[config.mk]
export PLATFORM = sky130hd
export DESIGN_NAME = k054000_scan
export DESIGN_NICKNAME = d
export VERILOG_FILES = /design/src/rtl/k054000_scan.sv
export SDC_FILE = /design/constraint.sdc
export NUM_CORES = 1
export LEC_CHECK = 0
export ABC_CLOCK_PERIOD_IN_PS = 2740
export BUFFER_PORTS_ARGS = -buffer_cell sky130_fd_sc_hd__clkbuf_2
export CAP_MARGIN = 20
export CELL_PAD_IN_SITES_DETAIL_PLACEMENT = 1
export CELL_PAD_IN_SITES_GLOBAL_PLACEMENT = 1
export CORE_UTILIZATION = 35
export DETAILED_ROUTE_END_ITERATION = 8
export GPL_TIMING_DRIVEN = 1
export PLACE_DENSITY = 0.85
export SKIP_LAST_GASP = 1
export SYNTH_ARGS = -nofsm -noshare
export SYNTH_HDL_FRONTEND = slang
export SYNTH_SLANG_ARGS = --single-unit
[constraint.sdc]
create_clock -name CLK -period 2.74 [get_ports CLK]
set_input_delay 0.274 -clock CLK [delete_from_list [all_inputs] [get_ports CLK]]
set_output_delay 0.274 -clock CLK [all_outputs]
set_load 0.05 [all_outputs]
[src/rtl/k054000_scan.sv]
// k054000_scan: sequences 18 register writes and one status read into the 054000.
// Optional K054000_SCAN_SKIP_EN: shadow RAM skips bytes already in the checker.
module k054000_scan #(
   parameter int SETUP_CYC = 1,
   parameter int PULSE_CYC = 2,
   parameter int HOLD_CYC  = 1,
   parameter int READ_CYC  = 2,
   parameter int TAG_W     = 4
) (
   input  logic             CLK,
   input  logic             RESET,
   input  logic             in_valid,
   output logic             in_ready,
   input  logic [143:0]     in_data,
   input  logic [TAG_W-1:0] in_tag,
   output logic             res_valid,
   input  logic             res_ready,
   output logic             res_hit,
   output logic [TAG_W-1:0] res_tag,
   output logic [4:0]       K_A,
   output logic [7:0]       K_DO,
   input  logic [7:0]       K_DI,
   output logic             K_CS,
   output logic             K_NWR
);

   localparam int M1   = (SETUP_CYC > PULSE_CYC) ? SETUP_CYC : PULSE_CYC;
   localparam int M2   = (HOLD_CYC > READ_CYC) ? HOLD_CYC : READ_CYC;
   localparam int MAXC = (M1 > M2) ? M1 : M2;
   localparam int CW   = (MAXC > 1) ? $clog2(MAXC) : 1;
   localparam logic [4:0] RD_ADDR = 5'h18;

   typedef enum logic [2:0] {
      S_IDLE, S_SETUP, S_STROBE, S_HOLD,
      S_GAP, S_RSETUP, S_RSAMPLE, S_RESULT
   } state_t;

   state_t           state_q, state_d;
   logic [CW-1:0]    cnt_q, cnt_d;
   logic [4:0]       k_q, k_d;
   logic [4:0]       a_q, a_d;
   logic [7:0]       do_q, do_d;
   logic             hit_q, hit_d;
   logic [TAG_W-1:0] tag_q, tag_d;
   logic [143:0]     data_q, data_d;
   logic             hold_done, rd_done;
   logic [5:0]       nx_in, nx_q;
   logic [17:0][7:0] in_b, dat_b;
   logic             unused_di;

   assign in_b      = in_data;
   assign dat_b     = data_q;
   assign unused_di = ^K_DI[7:1];

   function automatic logic [4:0] addr_of(input logic [4:0] k);
      case (k)
         5'd0:    return 5'h01;
         5'd1:    return 5'h02;
         5'd2:    return 5'h03;
         5'd3:    return 5'h04;
         5'd4:    return 5'h06;
         5'd5:    return 5'h07;
         5'd6:    return 5'h09;
         5'd7:    return 5'h0A;
         5'd8:    return 5'h0B;
         5'd9:    return 5'h0C;
         5'd10:   return 5'h0E;
         5'd11:   return 5'h0F;
         5'd12:   return 5'h11;
         5'd13:   return 5'h12;
         5'd14:   return 5'h13;
         5'd15:   return 5'h15;
         5'd16:   return 5'h16;
         5'd17:   return 5'h17;
         default: return 5'h00;
      endcase
   endfunction

`ifdef K054000_SCAN_SKIP_EN
   logic [7:0]  shd_q [18];
   logic        shv_q;
   logic [17:0] dif_in, dif_q;

   // {found, index} of the lowest set bit at or above 'from'
   function automatic logic [5:0] first_set(input logic [17:0] v,
                                            input logic [4:0] from);
      logic [5:0] r;
      r = '0;
      for (int i = 17; i >= 0; i--)
         if (v[i] && (5'(i) >= from)) r = {1'b1, 5'(i)};
      return r;
   endfunction

   always_comb begin
      dif_in = '0;
      dif_q  = '0;
      for (int i = 0; i < 18; i++) begin
         dif_in[i] = !shv_q || (in_b[i] != shd_q[i]);
         dif_q[i]  = !shv_q || (dat_b[i] != shd_q[i]);
      end
   end

   assign nx_in = first_set(dif_in, 5'd0);
   assign nx_q  = first_set(dif_q, k_q + 5'd1);

   always_ff @(posedge CLK) begin
      if (RESET) shv_q <= 1'b0;
      else if (rd_done) shv_q <= 1'b1;
   end

   always_ff @(posedge CLK) begin
      if (hold_done) shd_q[k_q] <= dat_b[k_q];
   end
`else
   assign nx_in = 6'b1_00000;
   assign nx_q  = (k_q == 5'd17) ? 6'd0 : {1'b1, k_q + 5'd1};
`endif

   always_comb begin
      state_d   = state_q;
      cnt_d     = cnt_q;
      k_d       = k_q;
      a_d       = a_q;
      do_d      = do_q;
      hit_d     = hit_q;
      tag_d     = tag_q;
      data_d    = data_q;
      hold_done = 1'b0;
      rd_done   = 1'b0;
      unique case (state_q)
         S_IDLE: if (in_valid) begin
            data_d = in_data;
            tag_d  = in_tag;
            if (nx_in[5]) begin
               state_d = S_SETUP;
               k_d     = nx_in[4:0];
               a_d     = addr_of(nx_in[4:0]);
               do_d    = in_b[nx_in[4:0]];
               cnt_d   = CW'(SETUP_CYC - 1);
            end else begin
               state_d = S_RSETUP;
               a_d     = RD_ADDR;
               cnt_d   = CW'(READ_CYC - 1);
            end
         end
         S_SETUP: if (cnt_q == '0) begin
            state_d = S_STROBE;
            cnt_d   = CW'(PULSE_CYC - 1);
         end else cnt_d = cnt_q - 1'b1;
         S_STROBE: if (cnt_q == '0) begin
            state_d = S_HOLD;
            cnt_d   = CW'(HOLD_CYC - 1);
         end else cnt_d = cnt_q - 1'b1;
         S_HOLD: if (cnt_q == '0) begin
            state_d   = S_GAP;
            hold_done = 1'b1;
         end else cnt_d = cnt_q - 1'b1;
         S_GAP: if (nx_q[5]) begin
            state_d = S_SETUP;
            k_d     = nx_q[4:0];
            a_d     = addr_of(nx_q[4:0]);
            do_d    = dat_b[nx_q[4:0]];
            cnt_d   = CW'(SETUP_CYC - 1);
         end else begin
            state_d = S_RSETUP;
            a_d     = RD_ADDR;
            cnt_d   = CW'(READ_CYC - 1);
         end
         S_RSETUP: if (cnt_q == '0) begin
            state_d = S_RSAMPLE;
            hit_d   = ~K_DI[0];
            rd_done = 1'b1;
         end else cnt_d = cnt_q - 1'b1;
         S_RSAMPLE: state_d = S_RESULT;
         S_RESULT: if (res_ready) state_d = S_IDLE;
         default: state_d = S_IDLE;
      endcase
   end

   always_ff @(posedge CLK) begin
      if (RESET) begin
         state_q <= S_IDLE;
         cnt_q   <= '0;
         k_q     <= '0;
         a_q     <= '0;
         do_q    <= '0;
         hit_q   <= 1'b0;
         tag_q   <= '0;
         data_q  <= '0;
      end else begin
         state_q <= state_d;
         cnt_q   <= cnt_d;
         k_q     <= k_d;
         a_q     <= a_d;
         do_q    <= do_d;
         hit_q   <= hit_d;
         tag_q   <= tag_d;
         data_q  <= data_d;
      end
   end

   assign in_ready  = (state_q == S_IDLE);
   assign res_valid = (state_q == S_RESULT);
   assign res_hit   = hit_q;
   assign res_tag   = tag_q;
   assign K_A       = a_q;
   assign K_DO      = do_q;
   assign K_NWR     = (state_q != S_STROBE);
   assign K_CS      = (state_q == S_SETUP) || (state_q == S_STROBE) ||
                      (state_q == S_HOLD)  || (state_q == S_RSETUP);

endmodule

# Word level (Yosys, flattened, before mapping)
# Memories as Yosys holds them, arrays and structs flattened.
# Index checks and enable logic that the tools add are counted.
# Widths: inputs -> output; s select.
word_totals:
  rom_bits: 320
  out_inout_bits: 22
  ramBits: 0
  latch_bits: 0
  n_memories: 2
  wordCells: 69
  ff_bits: 171
  input_bits: 160
memory_table:
  columns: ["name", "words", "word_bits", "read_ports", "rd_ports_with_merged_regs", "write_ports", "line_no", "text"]
  rows:
  - ["(name not given)", 32, 5, 1, 0, 0, "56", "case (k)"]
  - ["(name not given)", 32, 5, 1, 0, 0, "56", null]
classes:
  n_mul: 0
  muxes: 25
  div_mod_pow: 0
  bitwise_logic: 2
  n_eq_ne: 16
  n_addsub: 2
  n_reduce_logical: 13
  shifts: 0
  n_lt_le_gt_ge: 1
op_table:
  columns: ["operator", "count"]
  rows:
  - ["$bmux 8 s5", 1]
  - ["$mux 8", 3]
  - ["$pmux 3 s8", 1]
  - ["$mux 3", 7]
  - ["$mux 5", 4]
  - ["$pmux 5 s2", 2]
  - ["$pmux 8 s2", 1]
  - ["$eq 3x3->1 const B", 4]
  - ["$ne 2x2->1 const B", 6]
  - ["$reduce_and 2->1", 4]
  - ["$eq 3x2->1 const B", 2]
  - ["$lt 5x6->1 const B", 1]
  - ["$mux 6", 1]
  - ["$reduce_and 6->1", 1]
  - ["$add 5x1->5 const B", 1]
  - ["$eq 5x5->1 const B", 1]
  - ["$mux 1", 4]
  - ["$pmux 1 s4", 1]
  - ["$reduce_bool 4->1", 1]
  - ["$eq 3x1->1 const B", 1]
  - ["$logic_not 3->1", 1]
  - ["$logic_or 1x1->1", 3]
  - ["$ne 3x2->1 const B", 1]
  - ["$reduce_and 3->1", 1]
  - ["other kinds (5)", 6]

# Logic depth before layout (Yosys ltp)
# Gate-level depths: netlist of the first run.
depth:
  depth_word: 6
  depth_mapped: 10
  ltp_nobuf: 9

# Worst setup path after synthesis of the first run
# OpenSTA, ideal clock, no wires.
synth_timing:
  path_kind: "flip-flop to flip-flop"
  start: "register k_q[0]"
  end: "register a_q[0] (netlist: K_A[0])"
  synth_period_minus_slack_ps: 2724
  n_path_buf: 3
  setup_time_ps: 134
  t_arrival_ps: 2591
  stages_incl_launch_ff: 11
  setup_slack_ps: 16
  required_time_ps: 2606
  path_cell_list: "dfxtp_1 buf_4 buf_2 clkinv_1 ha_1 nand2_1 buf_2 ha_1 mux4_2 a21oi_1 a2111oi_2"
synth_via:
  elab_chain_cells: 5
  word_cells_on_any_way: 6
  cone_classes: "1 x add/sub; 1 x eq/ne; 3 x mux; 1 x memory"
synth_lines:
  columns: ["element", "line_no", "text"]
  rows:
  - ["start, declared", "40", "logic [4:0] k_q, k_d;"]
  - ["start signal, assigned", "193", "k_q <= k_d;"]
  - ["$add 5x1->5 or $eq 5x5->1 (tied branches)", "116", "assign nx_q = (k_q == 5'd17) ? 6'd0 : {1'b1, k_q + 5'd1};"]
  - ["$mux 6 (*)", "116", null]
  - ["$mem_v2 32x5", null, null]
  - ["$mux 5 (*)", "158", "S_GAP: if (nx_q[5]) begin"]
  - ["$pmux 5 s2 (*)", "130", "unique case (state_q)"]
  - ["end signal, assigned", "185", "a_q <= '0;"]
  - ["end signal, assigned", "194", "a_q <= a_d;"]
  - ["end, declared", "41", "logic [4:0] a_q, a_d;"]
# Every way passes the cells marked *; elsewhere a longest branch is shown, timed or not.
# A chain may end at the register's enable or synchronous reset.

# Final worst setup path of the first run
layout_timing:
  start: "register k_q[1]"
  end: "register do_q[2] (netlist: K_DO[2])"
layout_via:
  elab_chain_cells: 6
  word_cells_on_any_way: 9
  cone_classes: "1 x add/sub; 2 x eq/ne; 5 x mux; 1 x reduce/logical"
layout_lines:
  columns: ["element", "line_no", "text"]
  rows:
  - ["$add 5x1->5 or $eq 5x5->1 (tied branches)", "116", null]
  - ["$mux 6 (*)", "116", null]
  - ["$bmux 8 s5", "162", "do_d = dat_b[nx_q[4:0]];"]
  - ["$mux 8 (implied by the code)", "162", null]
  - ["$mux 8", "158", null]
  - ["$pmux 8 s2", "130", null]
  - ["end signal, assigned", "195", "do_q <= do_d;"]
  - ["end, declared", "42", "logic [7:0] do_q, do_d;"]
# Every way passes the cells marked *; elsewhere a longest branch is shown, timed or not. The select of a mux whose other input is x is not followed.

==> report_table.html, run 1 <==
<table>
<tr><th>Metric</th><th>Value</th></tr>
<tr><th colspan="2">Cells and area</th></tr>
<tr><td>Non-filler cells in the finished layout</td><td>1,418</td></tr>
<tr><td># nets final</td><td>1,303</td></tr>
<tr><td>Fraction of layout cells with a size suffix above 1</td><td>21.7%</td></tr>
<tr><td>Final antenna diode count</td><td>0</td></tr>
<tr><td>Fillcell total</td><td>2,659</td></tr>
<tr><td>End-of-flow core utilization</td><td>44.5%</td></tr>
<tr><td>Synth-to-Final Area Change</td><td>23.0%</td></tr>
<tr><th colspan="2">Global routing</th></tr>
<tr><td>Met1 GRT Util</td><td>29.8%</td></tr>
<tr><td>Largest net degree at the start of global routing</td><td>88</td></tr>
<tr><td>Antenna violations before repair</td><td>0</td></tr>
<tr><td>Wire length of the first global-routing pass</td><td>39,300 um</td></tr>
<tr><td>Overall fraction of global-route tracks in use</td><td>22.8%</td></tr>
<tr><td>Overall overflow remaining after global route</td><td>0</td></tr>
<tr><td>Global routing's busiest layer</td><td>met2</td></tr>
<tr><td>Global routing met3 resource utilization</td><td>4.27%</td></tr>
<tr><td>Global routing usage on met2</td><td>37.0%</td></tr>
<tr><td>Number of global-route vias before repair</td><td>7,473</td></tr>
<tr><th colspan="2">CTS</th></tr>
<tr><td>Clock insertion delay at the later pin of the skew report</td><td>0.44 ns</td></tr>
<tr><td>Count of clock tree sinks</td><td>171</td></tr>
<tr><td>Maximum root-to-sink buffer count</td><td>2</td></tr>
<tr><td>Number of hold buffers added after cts</td><td>0</td></tr>
<tr><td>Root Driver</td><td>clkbuf_16</td></tr>
<tr><td>Register clock-pin slew on the reported worst setup and hold paths</td><td>0.06 ns</td></tr>
<tr><td>CTS HTree Levels</td><td>4</td></tr>
<tr><td>Number of buffers inserted during clock tree synthesis</td><td>17</td></tr>
<tr><td>TritonCTS clock tree</td><td>built</td></tr>
<tr><th colspan="2">Routing</th></tr>
<tr><td>Residual DRC count</td><td>0</td></tr>
<tr><td>Count of nets left with antenna violations after detail routing</td><td>0</td></tr>
<tr><td>Number of violations reported at the end of detailed-routing iteration 0</td><td>536</td></tr>
<tr><td>Total via count in the routed design</td><td>7,380</td></tr>
<tr><td>Avg WL per Cell</td><td>17.7 um</td></tr>
<tr><td>Via-to-Cell Ratio</td><td>5.20</td></tr>
<tr><td>Total length of routed wires</td><td>25,100 um</td></tr>
<tr><td>Count of TritonRoute iterations in the first routing pass</td><td>7</td></tr>
<tr><th colspan="2">Logic synthesis</th></tr>
<tr><td>Top-area cell type share of the netlist area</td><td>44.4%</td></tr>
<tr><td>Number of synthesized register bits</td><td>171</td></tr>
<tr><td>XOR/XNOR share of the synthesized area</td><td>0.552%</td></tr>
<tr><td>Adder-Cell Fraction of Synth Area</td><td>1.62%</td></tr>
<tr><td>Ys async rst share</td><td>0%</td></tr>
<tr><td>Commonest cells in the synthesized netlist</td><td>nand2_1 (333), dfxtp_1 (171), a21oi_1 (160)</td></tr>
<tr><td>Main combinational cell family by area after synthesis</td><td>simple AND/OR/NAND/NOR gates</td></tr>
<tr><td>Share of the synthesized area in compound gates (AO/OA/AOI/OAI)</td><td>20.0%</td></tr>
<tr><td>Portion of the post-synthesis area used by sequential elements</td><td>44.4%</td></tr>
<tr><td>Number of synthesis warnings</td><td>0</td></tr>
<tr><td>Post-Synthesis Cell Area</td><td>7700 um^2</td></tr>
<tr><td>Average size of a mapped cell</td><td>7.81 um^2</td></tr>
<tr><td>Post-synth EDFFs</td><td>0</td></tr>
<tr><td>Library cell with the highest instance count after synthesis</td><td>nand2_1</td></tr>
<tr><td>Mapped Nets</td><td>1,157</td></tr>
<tr><td>Multiplexer share of the synthesized area</td><td>5.75%</td></tr>
<tr><td>Area share of and/or/nand/nor cells after synthesis</td><td>22.6%</td></tr>
<tr><td>Syn Inst Count</td><td>987</td></tr>
<tr><td>Predominant post-synthesis flop cell</td><td>dfxtp_1</td></tr>
<tr><td>Top cells by area in the synthesized netlist</td><td>dfxtp_1 (44%), nand2_1 (16%), a21oi_1 (10%)</td></tr>
<tr><td>Library cells used by synthesis</td><td>44</td></tr>
<tr><td>Top cell type by total area after synthesis</td><td>dfxtp_1</td></tr>
<tr><th colspan="2">Placed design</th></tr>
<tr><td>IO Port Bufs</td><td>174</td></tr>
<tr><td>Final weighted congestion in routability-driven placement</td><td>0.847</td></tr>
<tr><td>Total half-perimeter wirelength after legalization and detailed placement</td><td>18,300 um</td></tr>
<tr><td>Number of cells in the design after placement</td><td>1,387</td></tr>
<tr><th colspan="2">Worst hold path</th></tr>
<tr><td>Type of the worst min-delay path</td><td>input pin to flop</td></tr>
<tr><th colspan="2">Floorplan</th></tr>
<tr><td>Total die area</td><td>22,600 um^2</td></tr>
<tr><td>Placement row count</td><td>53</td></tr>
<tr><td>Overall die height</td><td>150 um</td></tr>
<tr><td>Number of placed I/O pins</td><td>182</td></tr>
<tr><td>Effective utilization at floorplan</td><td>36.2%</td></tr>
<tr><td>Die Span X</td><td>150 um</td></tr>
<tr><td>Core Box Area</td><td>21,300 um^2</td></tr>
<tr><th colspan="2">Critical path</th></tr>
<tr><td>Category of the most critical setup path</td><td>flop to flop</td></tr>
<tr><td>Endpoint kind of the worst setup timing path</td><td>flop</td></tr>
<tr><td>Critical path peak fanout</td><td>16</td></tr>
<tr><td>Required time worst endpoint</td><td>3.03 ns</td></tr>
<tr><td>Kind of start point of the critical path</td><td>flop</td></tr>
<tr><td>Arrival time of the worst setup path</td><td>2.95 ns</td></tr>
<tr><th colspan="2">Timing</th></tr>
<tr><td>Final worst path period need</td><td>2.65 ns</td></tr>
<tr><td>Clock Skews</td><td>0.0121 ns</td></tr>
<tr><td>Final worst-path cycle share</td><td>96.8%</td></tr>
<tr><td>Fmax</td><td>0.377 GHz</td></tr>
<tr><td>Remaining max-slew budget at the tightest pin</td><td>44.3%</td></tr>
<tr><td>Max Slew Vio Count</td><td>0</td></tr>
<tr><td>Setup repair after global routing missed its margin</td><td>yes</td></tr>
<tr><td>Final Setup Violations</td><td>0</td></tr>
<tr><td>Slew @ Worst Pin</td><td>0.815 ns</td></tr>
<tr><td>Final Hold Vio Count</td><td>0</td></tr>
<tr><td>Sum of negative setup slack</td><td>0 ns</td></tr>
<tr><th colspan="2">Power and ir drop</th></tr>
<tr><td>Leakage power figure</td><td>3.99 nW</td></tr>
<tr><td>Power density of the placed cells</td><td>878 nW/um^2</td></tr>
<tr><td>Maximum resistive drop on vdd</td><td>0.316 mV</td></tr>
<tr><th colspan="2">Run</th></tr>
<tr><td>Max-cap violation count</td><td>0</td></tr>
<tr><th colspan="2">Run status</th></tr>
<tr><td>Status</td><td>finished, final reports clean</td></tr>
</table>
-- critical path, stage by stage (launching register included) --
cell	delay, ns
dfxtp_1	0.40
inv_1	0.11
ha_1	0.25
and4bb_4	0.25
nor2_4	0.15
buf_12	0.20
mux2i_1	0.29
o32ai_1	0.18
nor4_1	0.53
o22ai_1	0.13
-- sequential cells by signal, indices dropped and copies added, names as in the netlist --
signal / cells
K_DO: 8
state_q: 3
res_tag: 4
dat_b: 144
res_hit: 1
cnt_q: 1
k_q: 5
K_A: 5
-- metrics by stage --
step | worst slack, ns | hold slack [ns] | instance area, um^2 | power, mW
6_report | 0.0869 | 0.0178 | 9470 | 8.32
5_1_grt | -0.0151 | 0.0281 | 9470 | 8.79
4_1_cts | 0.0531 | 0.00440 | 9430 | 8.37
3_5_place_dp | 0.0720 | 0.445 | 8840 | 5.88
3_3_place_gp | 0.162 | 0.440 | 8840 | 5.77
2_1_floorplan | 0.0155 | 0.370 | 7700 | 5.05
-- path summary, 6_finish.rpt --
path,startpoint,end,slack (ns),cells after the start
min,K_DI[0],res_hit$_SDFFE_PP0P_,0.02,2
max,k_q[1]$_SDFFE_PP0P_,K_DO[2]$_SDFFE_PP0P_,0.09,9
max reg2reg,k_q[1]$_SDFFE_PP0P_,K_DO[2]$_SDFFE_PP0P_,0.09,9
min reg2reg,dat_b[95]$_SDFFE_PP0P_,dat_b[95]$_SDFFE_PP0P_,0.45,2
-- timing repair --
item / in CTS / in global routing
setup endpoints to repair: 0 / 8
setup buffers: 0 / 2
gates resized for setup: 0 / 8
-- placed cells by master, fill, tap and decap left out, drive strengths merged, types with 2 or more instances in the layout --
cell type  instances
nand2            333
clkbuf           196
dfxtp            171
a21oi            160
mux2i             42
buf               31
a211oi            28
o22ai             27
nor2              21
nor2b             16
o21ai             12
and2              11
a2111oi           11
ha                10
inv                9
nor4               9
a222oi             8
o32ai              8
nand3              8
nor3               7
a31oi              3
bufinv             3
clkinv             3
nand2b             2
xor2               2
xnor2              2
-- cell type report --
cell class                 instances  area, um^2  area share, %
tap                              275         344           3.63
clock buffer                      23         478           5.04
timing repair buffer             204        1150           12.1
multi-input combinational        730        3930           41.5
sequential                       171        3420           36.1
clock inverter                     6         113           1.19
inverter                           9        33.8          0.357
-- cells by family after synthesis --
| logic type | Yosys count |
|---|---|
| AND/OR/NAND/NOR | 413 |
| AO/OA/AOI/OAI | 260 |
| flip-flops | 171 |
| buffers and inverters | 86 |
| multiplexers | 43 |
| adder cells (fa/ha/maj) | 10 |
| XOR/XNOR | 4 |
-- layer usage --
| metal | part of all wire [%] | vias to the layer above |
|---|---|---|
| li1 | - | 3671 |
| met1 | 46 | 3459 |
| met2 | 47 | 206 |
| met3 | 4.7 | 44 |
| met4 | 2.4 | 0 |
| met5 | 0 | - |
-- power breakdown --
group | switching [mW] | internal (mW)
clock network | 0.984 | 1.50
logic | 1.71 | 0.826
registers | 0.303 | 3.01
total | 2.99 | 5.33
Power figures use the tool's default switching activity.
==> inputs of run 2 (changes only) <==
Settings changed: RECOVER_POWER set to 25.
==> report_table.html, run 2 (same netlist as run 1, synthesis figures left out) <==
<table>
<tr><th>Metric</th><th>Value</th></tr>
<tr><th colspan="2">Critical path</th></tr>
<tr><td>Kind of start point of the critical path</td><td>flop</td></tr>
<tr><td>Library cell contributing the largest single delay on the critical path</td><td>nor4_1</td></tr>
<tr><td>Worst-path cell chain</td><td>inv_1, ha_1, and4bb_4, nor2_4, buf_12, mux2i_1, o32ai_1, nor4_1, o22ai_1</td></tr>
<tr><td>Sum of buffers and inverters on the critical path</td><td>2</td></tr>
<tr><td>Arrival time of the worst setup path</td><td>2.96 ns</td></tr>
<tr><td>Category of the most critical setup path</td><td>flop to flop</td></tr>
<tr><td>Critical path peak fanout</td><td>16</td></tr>
<tr><td>Required time worst endpoint</td><td>3.03 ns</td></tr>
<tr><td>Worst path max stage delay</td><td>0.54 ns</td></tr>
<tr><td>Top delay family on crit path</td><td>simple AND/OR/NAND/NOR gates</td></tr>
<tr><td>Endpoint kind of the worst setup timing path</td><td>flop</td></tr>
<tr><th colspan="2">Routing</th></tr>
<tr><td>Count of TritonRoute iterations in the first routing pass</td><td>5</td></tr>
<tr><td>Number of violations reported at the end of detailed-routing iteration 0</td><td>548</td></tr>
<tr><td>Total length of routed wires</td><td>25,100 um</td></tr>
<tr><td>Via-to-Cell Ratio</td><td>5.21</td></tr>
<tr><td>Residual DRC count</td><td>0</td></tr>
<tr><td>Count of nets left with antenna violations after detail routing</td><td>0</td></tr>
<tr><td>Total via count in the routed design</td><td>7,391</td></tr>
<tr><td>Avg WL per Cell</td><td>17.7 um</td></tr>
<tr><th colspan="2">CTS</th></tr>
<tr><td>Clock insertion delay at the later pin of the skew report</td><td>0.44 ns</td></tr>
<tr><td>CTS HTree Levels</td><td>4</td></tr>
<tr><td>Count of clock tree sinks</td><td>171</td></tr>
<tr><td>TritonCTS clock tree</td><td>built</td></tr>
<tr><td>Number of hold buffers added after cts</td><td>0</td></tr>
<tr><td>Maximum root-to-sink buffer count</td><td>2</td></tr>
<tr><td>Root Driver</td><td>clkbuf_16</td></tr>
<tr><td>Register clock-pin slew on the reported worst setup and hold paths</td><td>0.06 ns</td></tr>
<tr><td>Number of buffers inserted during clock tree synthesis</td><td>17</td></tr>
<tr><th colspan="2">Power and ir drop</th></tr>
<tr><td>Maximum resistive drop on vdd</td><td>0.314 mV</td></tr>
<tr><td>Leakage power figure</td><td>3.91 nW</td></tr>
<tr><td>Power density of the placed cells</td><td>878 nW/um^2</td></tr>
<tr><th colspan="2">Cells and area</th></tr>
<tr><td>Final antenna diode count</td><td>0</td></tr>
<tr><td>Fillcell total</td><td>2,672</td></tr>
<tr><td>Leading cell type in the layout, fill and taps excluded</td><td>nand2_1</td></tr>
<tr><td># nets final</td><td>1,303</td></tr>
<tr><td>Number of flip-flops under the largest register name</td><td>144</td></tr>
<tr><td>Fraction of layout cells with a size suffix above 1</td><td>19.7%</td></tr>
<tr><td>Sequential cell area in the final layout</td><td>3420 um^2</td></tr>
<tr><td>Synth-to-Final Area Change</td><td>22.4%</td></tr>
<tr><td>Leading cell types in the layout, fill and taps excluded</td><td>nand2_1 (332), dfxtp_1 (170), a21oi_1 (160), clkbuf_2 (151), mux2i_1 (42)</td></tr>
<tr><td>End-of-flow core utilization</td><td>44.3%</td></tr>
<tr><td>Area taken by multi-input logic gates</td><td>3930 um^2</td></tr>
<tr><th colspan="2">Timing</th></tr>
<tr><td>Sum of negative setup slack</td><td>0 ns</td></tr>
<tr><td>Setup repair after global routing missed its margin</td><td>yes</td></tr>
<tr><td>Final Hold Vio Count</td><td>0</td></tr>
<tr><td>Remaining max-slew budget at the tightest pin</td><td>44.0%</td></tr>
<tr><td>Clock Skews</td><td>0.0123 ns</td></tr>
<tr><td>Final worst-path cycle share</td><td>97.2%</td></tr>
<tr><td>Fmax</td><td>0.375 GHz</td></tr>
<tr><td>Max Slew Vio Count</td><td>0</td></tr>
<tr><td>Slew @ Worst Pin</td><td>0.820 ns</td></tr>
<tr><td>Hold slack</td><td>0.0182 ns</td></tr>
<tr><td>Final worst path period need</td><td>2.66 ns</td></tr>
<tr><td>Final Setup Violations</td><td>0</td></tr>
<tr><th colspan="2">Floorplan</th></tr>
<tr><td>Number of placed I/O pins</td><td>182</td></tr>
<tr><td>Placement row count</td><td>53</td></tr>
<tr><td>Overall die height</td><td>150 um</td></tr>
<tr><td>Effective utilization at floorplan</td><td>36.2%</td></tr>
<tr><td>Core Box Area</td><td>21,300 um^2</td></tr>
<tr><td>Total die area</td><td>22,600 um^2</td></tr>
<tr><td>Die Span X</td><td>150 um</td></tr>
<tr><th colspan="2">Placed design</th></tr>
<tr><td>Total half-perimeter wirelength after legalization and detailed placement</td><td>18,300 um</td></tr>
<tr><td>IO Port Bufs</td><td>174</td></tr>
<tr><td>Final weighted congestion in routability-driven placement</td><td>0.847</td></tr>
<tr><th colspan="2">Run status</th></tr>
<tr><td>Status</td><td>finished, final reports clean</td></tr>
<tr><th colspan="2">Global routing</th></tr>
<tr><td>Overall fraction of global-route tracks in use</td><td>22.8%</td></tr>
<tr><td>Antenna violations before repair</td><td>0</td></tr>
<tr><td>Largest net degree at the start of global routing</td><td>88</td></tr>
<tr><td>Wire length of the first global-routing pass</td><td>39,300 um</td></tr>
<tr><td>Number of global-route vias before repair</td><td>7,473</td></tr>
<tr><td>Overall overflow remaining after global route</td><td>0</td></tr>
<tr><th colspan="2">Worst hold path</th></tr>
<tr><td>Type of the worst min-delay path</td><td>input pin to flop</td></tr>
<tr><th colspan="2">Run</th></tr>
<tr><td>Max-cap violation count</td><td>0</td></tr>
</table>
run 2: cell counts in the layout (fill, tap and decap cells not counted):
Identical to the previous run, type by type.
run 2: area by class of cell:
type / count / share of cell area, %
Multi-Input combinational cell: 730 / 41.6
Sequential cell: 171 / 36.3
Timing Repair Buffer: 204 / 11.8
Clock buffer: 23 / 5.07
Tap cell: 275 / 3.65
Clock inverter: 6 / 1.19
Inverter: 9 / 0.358
run 2: timing repair:
| action | CTS | global route |
|---|---|---|
| setup buffers | 0 | 2 |
| endpoints found under the setup margin | 0 | 8 |
| resized for setup | 0 | 8 |
run 2: report_power, final:
| part | internal, mW | total, mW | switching, mW |
|---|---|---|---|
| combinational | 0.790 | 2.49 | 1.70 |
| clock | 1.50 | 2.48 | 0.983 |
| sequential | 3.01 | 3.31 | 0.305 |
| total | 5.29 | 8.28 | 2.98 |
run 2: worst paths after layout:
check	cells past startpoint	to	slack [ns]	start
max reg2reg	9	K_DO[2]$_SDFFE_PP0P_	0.08	k_q[1]$_SDFFE_PP0P_
min reg2reg	2	dat_b[95]$_SDFFE_PP0P_	0.45	dat_b[95]$_SDFFE_PP0P_
max	9	K_DO[2]$_SDFFE_PP0P_	0.08	k_q[1]$_SDFFE_PP0P_
min	2	res_hit$_SDFFE_PP0P_	0.02	K_DI[0]
run 2: through the flow:
stage               std cells  setup slack [ns]  total power, mW  cell area, um^2
finish                   1418            0.0758             8.28             9430
global route             1418           -0.0151             8.75             9430
CTS                      1416            0.0531             8.37             9430
detailed placement       1387            0.0720             5.88             8840
global placement         1387             0.162             5.77             8840
floorplan                 987            0.0155             5.05             7700
run 2: metal layers:
layer	global-route usage, %	share of wire [%]	vias up
li1	-	-	3674
met1	29.8	46	3472
met2	37.0	47	203
met3	4.27	4.7	42
met4	8.89	2.4	0
met5	0	0	-
